--- src/rtl/uart_word_tx_if.sv ---
// Handshake and line bundle for the multi-byte UART transmitter.
// The word source drives valid/len/word; the transmitter answers with ready,
// the serial line and its busy/done status.
interface uart_word_tx_if #(
   parameter int WORD_BYTES = 4
) ();
   localparam int LW = $clog2(WORD_BYTES + 1);

   logic                    i_valid;
   logic [LW-1:0]           i_len;
   logic [8*WORD_BYTES-1:0] i_word;
   logic                    o_ready;
   logic                    o_serial;
   logic                    o_busy;
   logic                    o_done;

   modport master (
      output i_valid, i_len, i_word,
      input  o_ready, o_serial, o_busy, o_done
   );

   modport slave (
      input  i_valid, i_len, i_word,
      output o_ready, o_serial, o_busy, o_done
   );
endinterface

--- src/rtl/uart_word_tx.sv ---
// Multi-byte UART transmitter: accepts a word of up to WORD_BYTES bytes plus a
// byte count and sends that many 8N1 (or 8N2) frames, LSB of each byte first.
// Byte order is selectable and an optional idle gap separates the bytes of one
// word.  Defining UART_TX_PARITY_EN inserts an even-parity bit after bit 7 of
// every frame; the port list is the same either way.
module uart_word_tx #(
   parameter int CLKS_PER_BIT = 868,
   parameter int WORD_BYTES   = 4,
   parameter int STOP_BITS    = 1,
   parameter int GAP_BITS     = 0,
   parameter int MSB_BYTE_1ST = 0
) (
   input logic           sys_clk,
   input logic           sw_0,
   uart_word_tx_if.slave bus
);
   localparam int LW       = $clog2(WORD_BYTES + 1);
   localparam int WW       = 8 * WORD_BYTES;
   localparam int CW       = (CLKS_PER_BIT > 1) ? $clog2(CLKS_PER_BIT) : 1;
   localparam int SPAN_A   = (STOP_BITS > 8) ? STOP_BITS : 8;
   localparam int BIT_SPAN = (GAP_BITS > SPAN_A) ? GAP_BITS : SPAN_A;
   localparam int BW       = $clog2(BIT_SPAN);

   typedef enum logic [2:0] {
      S_IDLE,
      S_START,
      S_DATA,
`ifdef UART_TX_PARITY_EN
      S_PARITY,
`endif
      S_STOP,
      S_GAP,
      S_DONE
   } state_t;

   state_t        state;
   logic [CW-1:0] clk_cnt;
   logic [BW-1:0] bit_cnt;
   logic [LW-1:0] bytes_left;
   logic [WW-1:0] word_q;
   logic [7:0]    tx_byte;
   logic          serial_q;
   logic          ready_q;
   logic          busy_q;
   logic          done_q;

   logic          bit_end;
   logic [2:0]    next_idx;
   logic [LW-1:0] len_sat;
   logic [WW-1:0] word_aligned;

   // First byte to send sits in the top slot when the top byte goes first.
   function automatic logic [7:0] head_byte(input logic [WW-1:0] w);
      if (MSB_BYTE_1ST != 0) return w[WW-1 -: 8];
      return w[7:0];
   endfunction

   // Discard the byte just loaded so the next one moves into the head slot.
   function automatic logic [WW-1:0] drop_byte(input logic [WW-1:0] w);
      if (MSB_BYTE_1ST != 0) return w << 8;
      return w >> 8;
   endfunction

   assign bit_end  = (clk_cnt == CW'(CLKS_PER_BIT - 1));
   assign next_idx = bit_cnt[2:0] + 3'd1;

   // Clamp the requested length and, for top-byte-first order, slide byte
   // len-1 up into the head slot so the shifter never has to index.
   always_comb begin
      len_sat      = (bus.i_len > LW'(WORD_BYTES)) ? LW'(WORD_BYTES) : bus.i_len;
      word_aligned = bus.i_word;
      if (MSB_BYTE_1ST != 0)
         word_aligned = bus.i_word << (8 * (WORD_BYTES - int'(len_sat)));
   end

   // Bit-time prescaler: free-runs only while a transfer is in progress.
   always_ff @(posedge sys_clk or negedge sw_0) begin
      if (!sw_0)
         clk_cnt <= '0;
      else if (state == S_IDLE || state == S_DONE || bit_end)
         clk_cnt <= '0;
      else
         clk_cnt <= clk_cnt + CW'(1);
   end

   // Framing state machine with registered line and status outputs; a reset
   // at any point drops the word and returns the line to idle high.
   always_ff @(posedge sys_clk or negedge sw_0) begin
      if (!sw_0) begin
         state      <= S_IDLE;
         bit_cnt    <= '0;
         bytes_left <= '0;
         word_q     <= '0;
         tx_byte    <= '0;
         serial_q   <= 1'b1;
         ready_q    <= 1'b1;
         busy_q     <= 1'b0;
         done_q     <= 1'b0;
      end else begin
         unique case (state)
            S_IDLE: begin
               if (bus.i_valid) begin
                  ready_q <= 1'b0;
                  bit_cnt <= '0;
                  if (len_sat == '0) begin
                     state  <= S_DONE;
                     done_q <= 1'b1;
                  end else begin
                     state      <= S_START;
                     serial_q   <= 1'b0;
                     busy_q     <= 1'b1;
                     tx_byte    <= head_byte(word_aligned);
                     word_q     <= drop_byte(word_aligned);
                     bytes_left <= len_sat - LW'(1);
                  end
               end
            end
            S_START: begin
               if (bit_end) begin
                  state    <= S_DATA;
                  serial_q <= tx_byte[0];
                  bit_cnt  <= '0;
               end
            end
            S_DATA: begin
               if (bit_end) begin
                  if (bit_cnt == BW'(7)) begin
                     bit_cnt <= '0;
`ifdef UART_TX_PARITY_EN
                     state    <= S_PARITY;
                     serial_q <= ^tx_byte;
`else
                     state    <= S_STOP;
                     serial_q <= 1'b1;
`endif
                  end else begin
                     bit_cnt  <= bit_cnt + BW'(1);
                     serial_q <= tx_byte[next_idx];
                  end
               end
            end
`ifdef UART_TX_PARITY_EN
            S_PARITY: begin
               if (bit_end) begin
                  state    <= S_STOP;
                  serial_q <= 1'b1;
               end
            end
`endif
            S_STOP: begin
               if (bit_end) begin
                  if (bit_cnt == BW'(STOP_BITS - 1)) begin
                     bit_cnt <= '0;
                     if (bytes_left == '0) begin
                        state  <= S_DONE;
                        busy_q <= 1'b0;
                        done_q <= 1'b1;
                     end else if (GAP_BITS > 0) begin
                        state <= S_GAP;
                     end else begin
                        state      <= S_START;
                        serial_q   <= 1'b0;
                        tx_byte    <= head_byte(word_q);
                        word_q     <= drop_byte(word_q);
                        bytes_left <= bytes_left - LW'(1);
                     end
                  end else begin
                     bit_cnt <= bit_cnt + BW'(1);
                  end
               end
            end
            S_GAP: begin
               if (bit_end) begin
                  if (bit_cnt == BW'(GAP_BITS - 1)) begin
                     bit_cnt    <= '0;
                     state      <= S_START;
                     serial_q   <= 1'b0;
                     tx_byte    <= head_byte(word_q);
                     word_q     <= drop_byte(word_q);
                     bytes_left <= bytes_left - LW'(1);
                  end else begin
                     bit_cnt <= bit_cnt + BW'(1);
                  end
               end
            end
            S_DONE: begin
               state   <= S_IDLE;
               done_q  <= 1'b0;
               busy_q  <= 1'b0;
               ready_q <= 1'b1;
            end
            default: begin
               state    <= S_IDLE;
               serial_q <= 1'b1;
               ready_q  <= 1'b1;
               busy_q   <= 1'b0;
               done_q   <= 1'b0;
            end
         endcase
      end
   end

   assign bus.o_serial = serial_q;
   assign bus.o_ready  = ready_q;
   assign bus.o_busy   = busy_q;
   assign bus.o_done   = done_q;
endmodule

--- src/flat_wrapper.sv ---
// flat-port wrapper written by rule: the top's interface ports become plain ports
module uart_word_tx_flat 
#(
   parameter int CLKS_PER_BIT = 868,
   parameter int WORD_BYTES   = 4,
   parameter int STOP_BITS    = 1,
   parameter int GAP_BITS     = 0,
   parameter int MSB_BYTE_1ST = 0
)
  (sys_clk, sw_0, bus_i_valid, bus_i_len, bus_i_word, bus_o_ready, bus_o_serial, bus_o_busy, bus_o_done);
  uart_word_tx_if #(.WORD_BYTES(WORD_BYTES)) bus_i ();
  input logic sys_clk;
  input logic sw_0;
  input wire logic [$bits(bus_i.i_valid)-1:0] bus_i_valid;
  input wire logic [$bits(bus_i.i_len)-1:0] bus_i_len;
  input wire logic [$bits(bus_i.i_word)-1:0] bus_i_word;
  output wire logic [$bits(bus_i.o_ready)-1:0] bus_o_ready;
  output wire logic [$bits(bus_i.o_serial)-1:0] bus_o_serial;
  output wire logic [$bits(bus_i.o_busy)-1:0] bus_o_busy;
  output wire logic [$bits(bus_i.o_done)-1:0] bus_o_done;
  assign bus_i.i_valid = bus_i_valid;
  assign bus_i.i_len = bus_i_len;
  assign bus_i.i_word = bus_i_word;
  assign bus_o_ready = bus_i.o_ready;
  assign bus_o_serial = bus_i.o_serial;
  assign bus_o_busy = bus_i.o_busy;
  assign bus_o_done = bus_i.o_done;
  uart_word_tx #(.CLKS_PER_BIT(CLKS_PER_BIT), .WORD_BYTES(WORD_BYTES), .STOP_BITS(STOP_BITS), .GAP_BITS(GAP_BITS), .MSB_BYTE_1ST(MSB_BYTE_1ST)) u_core (.sys_clk(sys_clk), .sw_0(sw_0), .bus(bus_i));
endmodule
--- config.mk ---
export PLATFORM = sky130hd
export DESIGN_NAME = uart_word_tx_flat
export DESIGN_NICKNAME = d
export VERILOG_FILES = /design/src/rtl/uart_word_tx_if.sv /design/src/rtl/uart_word_tx.sv /design/src/flat_wrapper.sv
export SDC_FILE = /design/constraint.sdc
export NUM_CORES = 1
export LEC_CHECK = 0
export CAP_MARGIN = 20
export CORE_AREA = 2 2 100 83
export CTS_BUF_LIST = sky130_fd_sc_hd__clkbuf_16
export DETAILED_ROUTE_END_ITERATION = 8
export DIE_AREA = 0 0 102 85
export PLACE_DENSITY = 0.62
export SLEW_MARGIN = 10
export SYNTH_ARGS = -nofsm -noshare
export SYNTH_HDL_FRONTEND = slang
export SYNTH_SLANG_ARGS = --single-unit
--- constraint.sdc ---
create_clock -name sys_clk -period 2.29 [get_ports sys_clk]
set_clock_uncertainty 0.1 [all_clocks]
set_input_delay 0.3435 -clock sys_clk [delete_from_list [all_inputs] [get_ports sys_clk]]
set_output_delay 0.3435 -clock sys_clk [all_outputs]
set_load 0.005 [all_outputs]
==> qor.txt <==
Fin. max-slew vios = 0
Leak = 0.00159 uW
DPL Wire Length = 4780 um
Kind of critical path = reg -> reg
Num rows = 29
Post-route DRC = 0
Core region area = 7690 um2
Final setup vio count = 0
Mapped Area = 2990 um2
RSZ-0062 raised after global routing = false
#FFs+latches synth = 55
I/O Buffers = 41
Wire length of the first global-routing pass = 11,900 um
Yosys warns = 0
Share of cells above drive strength 1 = 13.2%
Commonest non-fill, non-tap cells in the layout = nand2_1 (58), dfrtp_1 (53), clkdlybuf4s50_1 (40)
Total track usage = 17.0%
Post-route ant nets = 0
Worst min-delay path endpoint = u_core.bus.o_done$_DFFE_PN0P_
Initial Util = 38.8%
Fin. Hold Viols = 0
Post-Syn Area per Cell = 9.27 um2
Max Cap Viol = 0
H-Tree Depth = 2
Slew Limit Headroom = 54.9%
Avg WL per Cell = 14.1 um
Outcome = finished, final reports clean
Total Negative Setup Slacks = 0 ns
HP Class = reg -> reg
Die area = 8670 um2
Least-Margin Pin Slew = 0.672 ns
DR iter-0 viols = 153
WP buf/inv = 1
Tcrit/Tclk final = 93.6%
CTS Buffer Depth = 2
Critical Path RT = 2.37 ns
R2R Path End = u_core.word_q[21]$_DFFE_PN0P_
Fin nets = 413
Critical Path AT = 2.23 ns
Vias per Instance = 5.27
Worst reg2reg path startpoint = u_core.clk_cnt[1]$_DFF_PN0_
CP endpoint kind = flip-flop
Vias = 2,525
DIE HEIGHT = 85 um
Max incr delay on CP = 0.39 ns
Post-CTS setup buffers = 0
Area growth from synthesis to layout = 28.2%
Clk sink count = 55
Fin crit period = 2.14 ns
Startpoint types = flip-flop
First drt pass iteration count = 4
Routability cong. = 0.901
Worst-path cell chain = ha_1, and3_1, nand4_1, a211oi_4, nand2_2, buf_4, a21bo_2
Die W = 102 um
Syn Nets = 365
Worst-Skew Late Latency = 0.29 ns
Slowest cell on crit path = dfrtp_1
Syn Inst Count = 322
Root buf cell = clkbuf_16
Largest net degree at the start of global routing = 56
Antenna violations before repair = 0
Post-synth cell types = 49
Total wire length = 6760 um
CP Max Fanout = 8
Final Cell Area = 3830 um2
Top-Level Pins = 42
N_diodes = 0
Pwr Density = 893 nW/um2
Clock-pin slew on the worst setup and hold paths = 0.07 ns
Crit-path leading delay family = compound AO/OA/AOI/OAI gates
CTS Buf Count = 5
FF-to-FF setup slack = 0.15 ns
Post-DP Area = 3640 um2
R2r worst-path depth = 7
Fmax = 466 MHz
GRT overflow = 0
Vias in the first global route = 2,409
Maximum vdd drop = 0.368 mV
Sequential element share of the synthesized area = 46.2%
Most common cell after layout, fill and taps aside = nand2_1
Hold path start = u_core.bus.o_done$_DFFE_PN0P_
CTS tree = built
Hold Path Cell Cnt = 2
[power breakdown]
group / internal (uW) / switching (uW) / total (uW)
registers: 1370 / 287 / 1660
clock network: 509 / 334 / 843
logic: 522 / 391 / 913
[through the flow]
step	utilization, %	setup WS [ns]	hold WS, ns	power [uW]	cells
6_report	49.8	0.146	0.380	3420	479
5_1_grt	49.8	0.0170	0.410	3650	479
4_1_cts	49.6	0.101	0.390	3430	479
3_5_place_dp	47.4	0.0314	0.266	2570	470
3_3_place_gp	47.4	0.0541	0.266	2540	470
2_1_floorplan	-	0.0381	-0.0521	2200	322
[cell families after synthesis]
logic type | Yosys count | synth area share (%)
buf+inv | 31 | 4.44
compound gates | 88 | 21.2
fa+ha+maj | 5 | 2.10
flops | 55 | 46.2
xor+xnor | 11 | 3.23
mux | 11 | 3.86
simple gates | 121 | 19.0
[final cells by class]
class                           count  area, um2
Timing Repair Buffer               65        629
Fill cell                         758       3860
Clock inverter                      3       37.5
Inverter                            7       26.3
Multi-Input combinational cell    236       1500
Tap cell                          108        135
Clock buffer                        5        125
Sequential cell                    55       1380
[state kept, by name, summed over array words and instances, names as in the netlist]
signal and flops:
u_core.bus.o_serial 1, u_core.bus.o_ready 1, u_core.bus.o_done 1, u_core.bit_cnt 3, u_core.state 3, u_core.bytes_left 3
u_core.word_q 24, u_core.tx_byte 8, u_core.bus.o_busy 1, u_core.clk_cnt 10
[Yosys cell counts (all sizes together)]
master	number	area, um2
nand2	59	224
dfrtp	53	1330
a21oi	35	175
a41oi	24	210
nor2	21	78.8
buf	16	76.3
nand4	10	62.6
a21bo	8	80.1
clkbuf	8	30.0
inv	7	26.3
mux2i	7	70.1
nand3	7	40.0
o21ai	6	30.0
xor2	6	52.6
and3	5	31.3
ha	5	62.6
xnor2	5	43.8
mux2	4	45.0
nor3b	4	30.0
a31oi	3	18.8
nand2b	3	18.8
a211oi	2	20.0
and2	2	12.5
dfstp	2	52.6
nor2b	2	12.5
nor3	2	10.0
or3	2	12.5
a211o	1	8.76
a22o	1	8.76
a2bb2oi	1	8.76
a32oi	1	8.76
nand3b	1	7.51
nor4	1	12.5
o2111ai	1	8.76
o21ba	1	10.0
o22a	1	8.76
o22ai	1	6.26
o311ai	1	8.76
o31ai	1	21.3
or2	1	6.26
or4	1	7.51
[tightest hold or removal path: stages (launching register included)]
cell and delay (ns):
dfrtp_1 0.35, nand2_1 0.05, nand2_1 0.05
[worst max-delay path by stage]
stage	startpoint	endpoint	slack [ns]	cells past startpoint
after global placement	bus_i_len[0]	u_core.word_q[17]$_DFFE_PN0P_	0.05	8
after global routing	u_core.bit_cnt[0]$_DFFE_PN0P_	u_core.word_q[8]$_DFFE_PN0P_	0.02	8
after detailed placement	bus_i_len[0]	u_core.word_q[21]$_DFFE_PN0P_	0.03	8
final	u_core.clk_cnt[1]$_DFF_PN0_	u_core.word_q[21]$_DFFE_PN0P_	0.15	7
after floorplan	u_core.state[2]$_DFFE_PN0P_	u_core.bytes_left[2]$_DFFE_PN0P_	0.04	10
after CTS	u_core.clk_cnt[7]$_DFF_PN0_	u_core.word_q[9]$_DFFE_PN0P_	0.10	6
[layer usage]
metal / track usage (%) / vias to the layer above / wire [um]
met1: 27.1 / 1201 / 3500
met5: 0 / - / 0
met2: 23.7 / 57 / 2910
met4: 4.36 / 0 / 57
li1: - / 1262 / -
met3: 2.80 / 5 / 284
[what timing repair did]
action | 4_1_cts | 5_1_grt
resized for setup | 0 | 3
setup endpoints to repair | 0 | 23
hold buffers | 1 | 0
hold endpoints to repair | 53 | 0
Note: power is estimated with default switching activity, not from simulation.
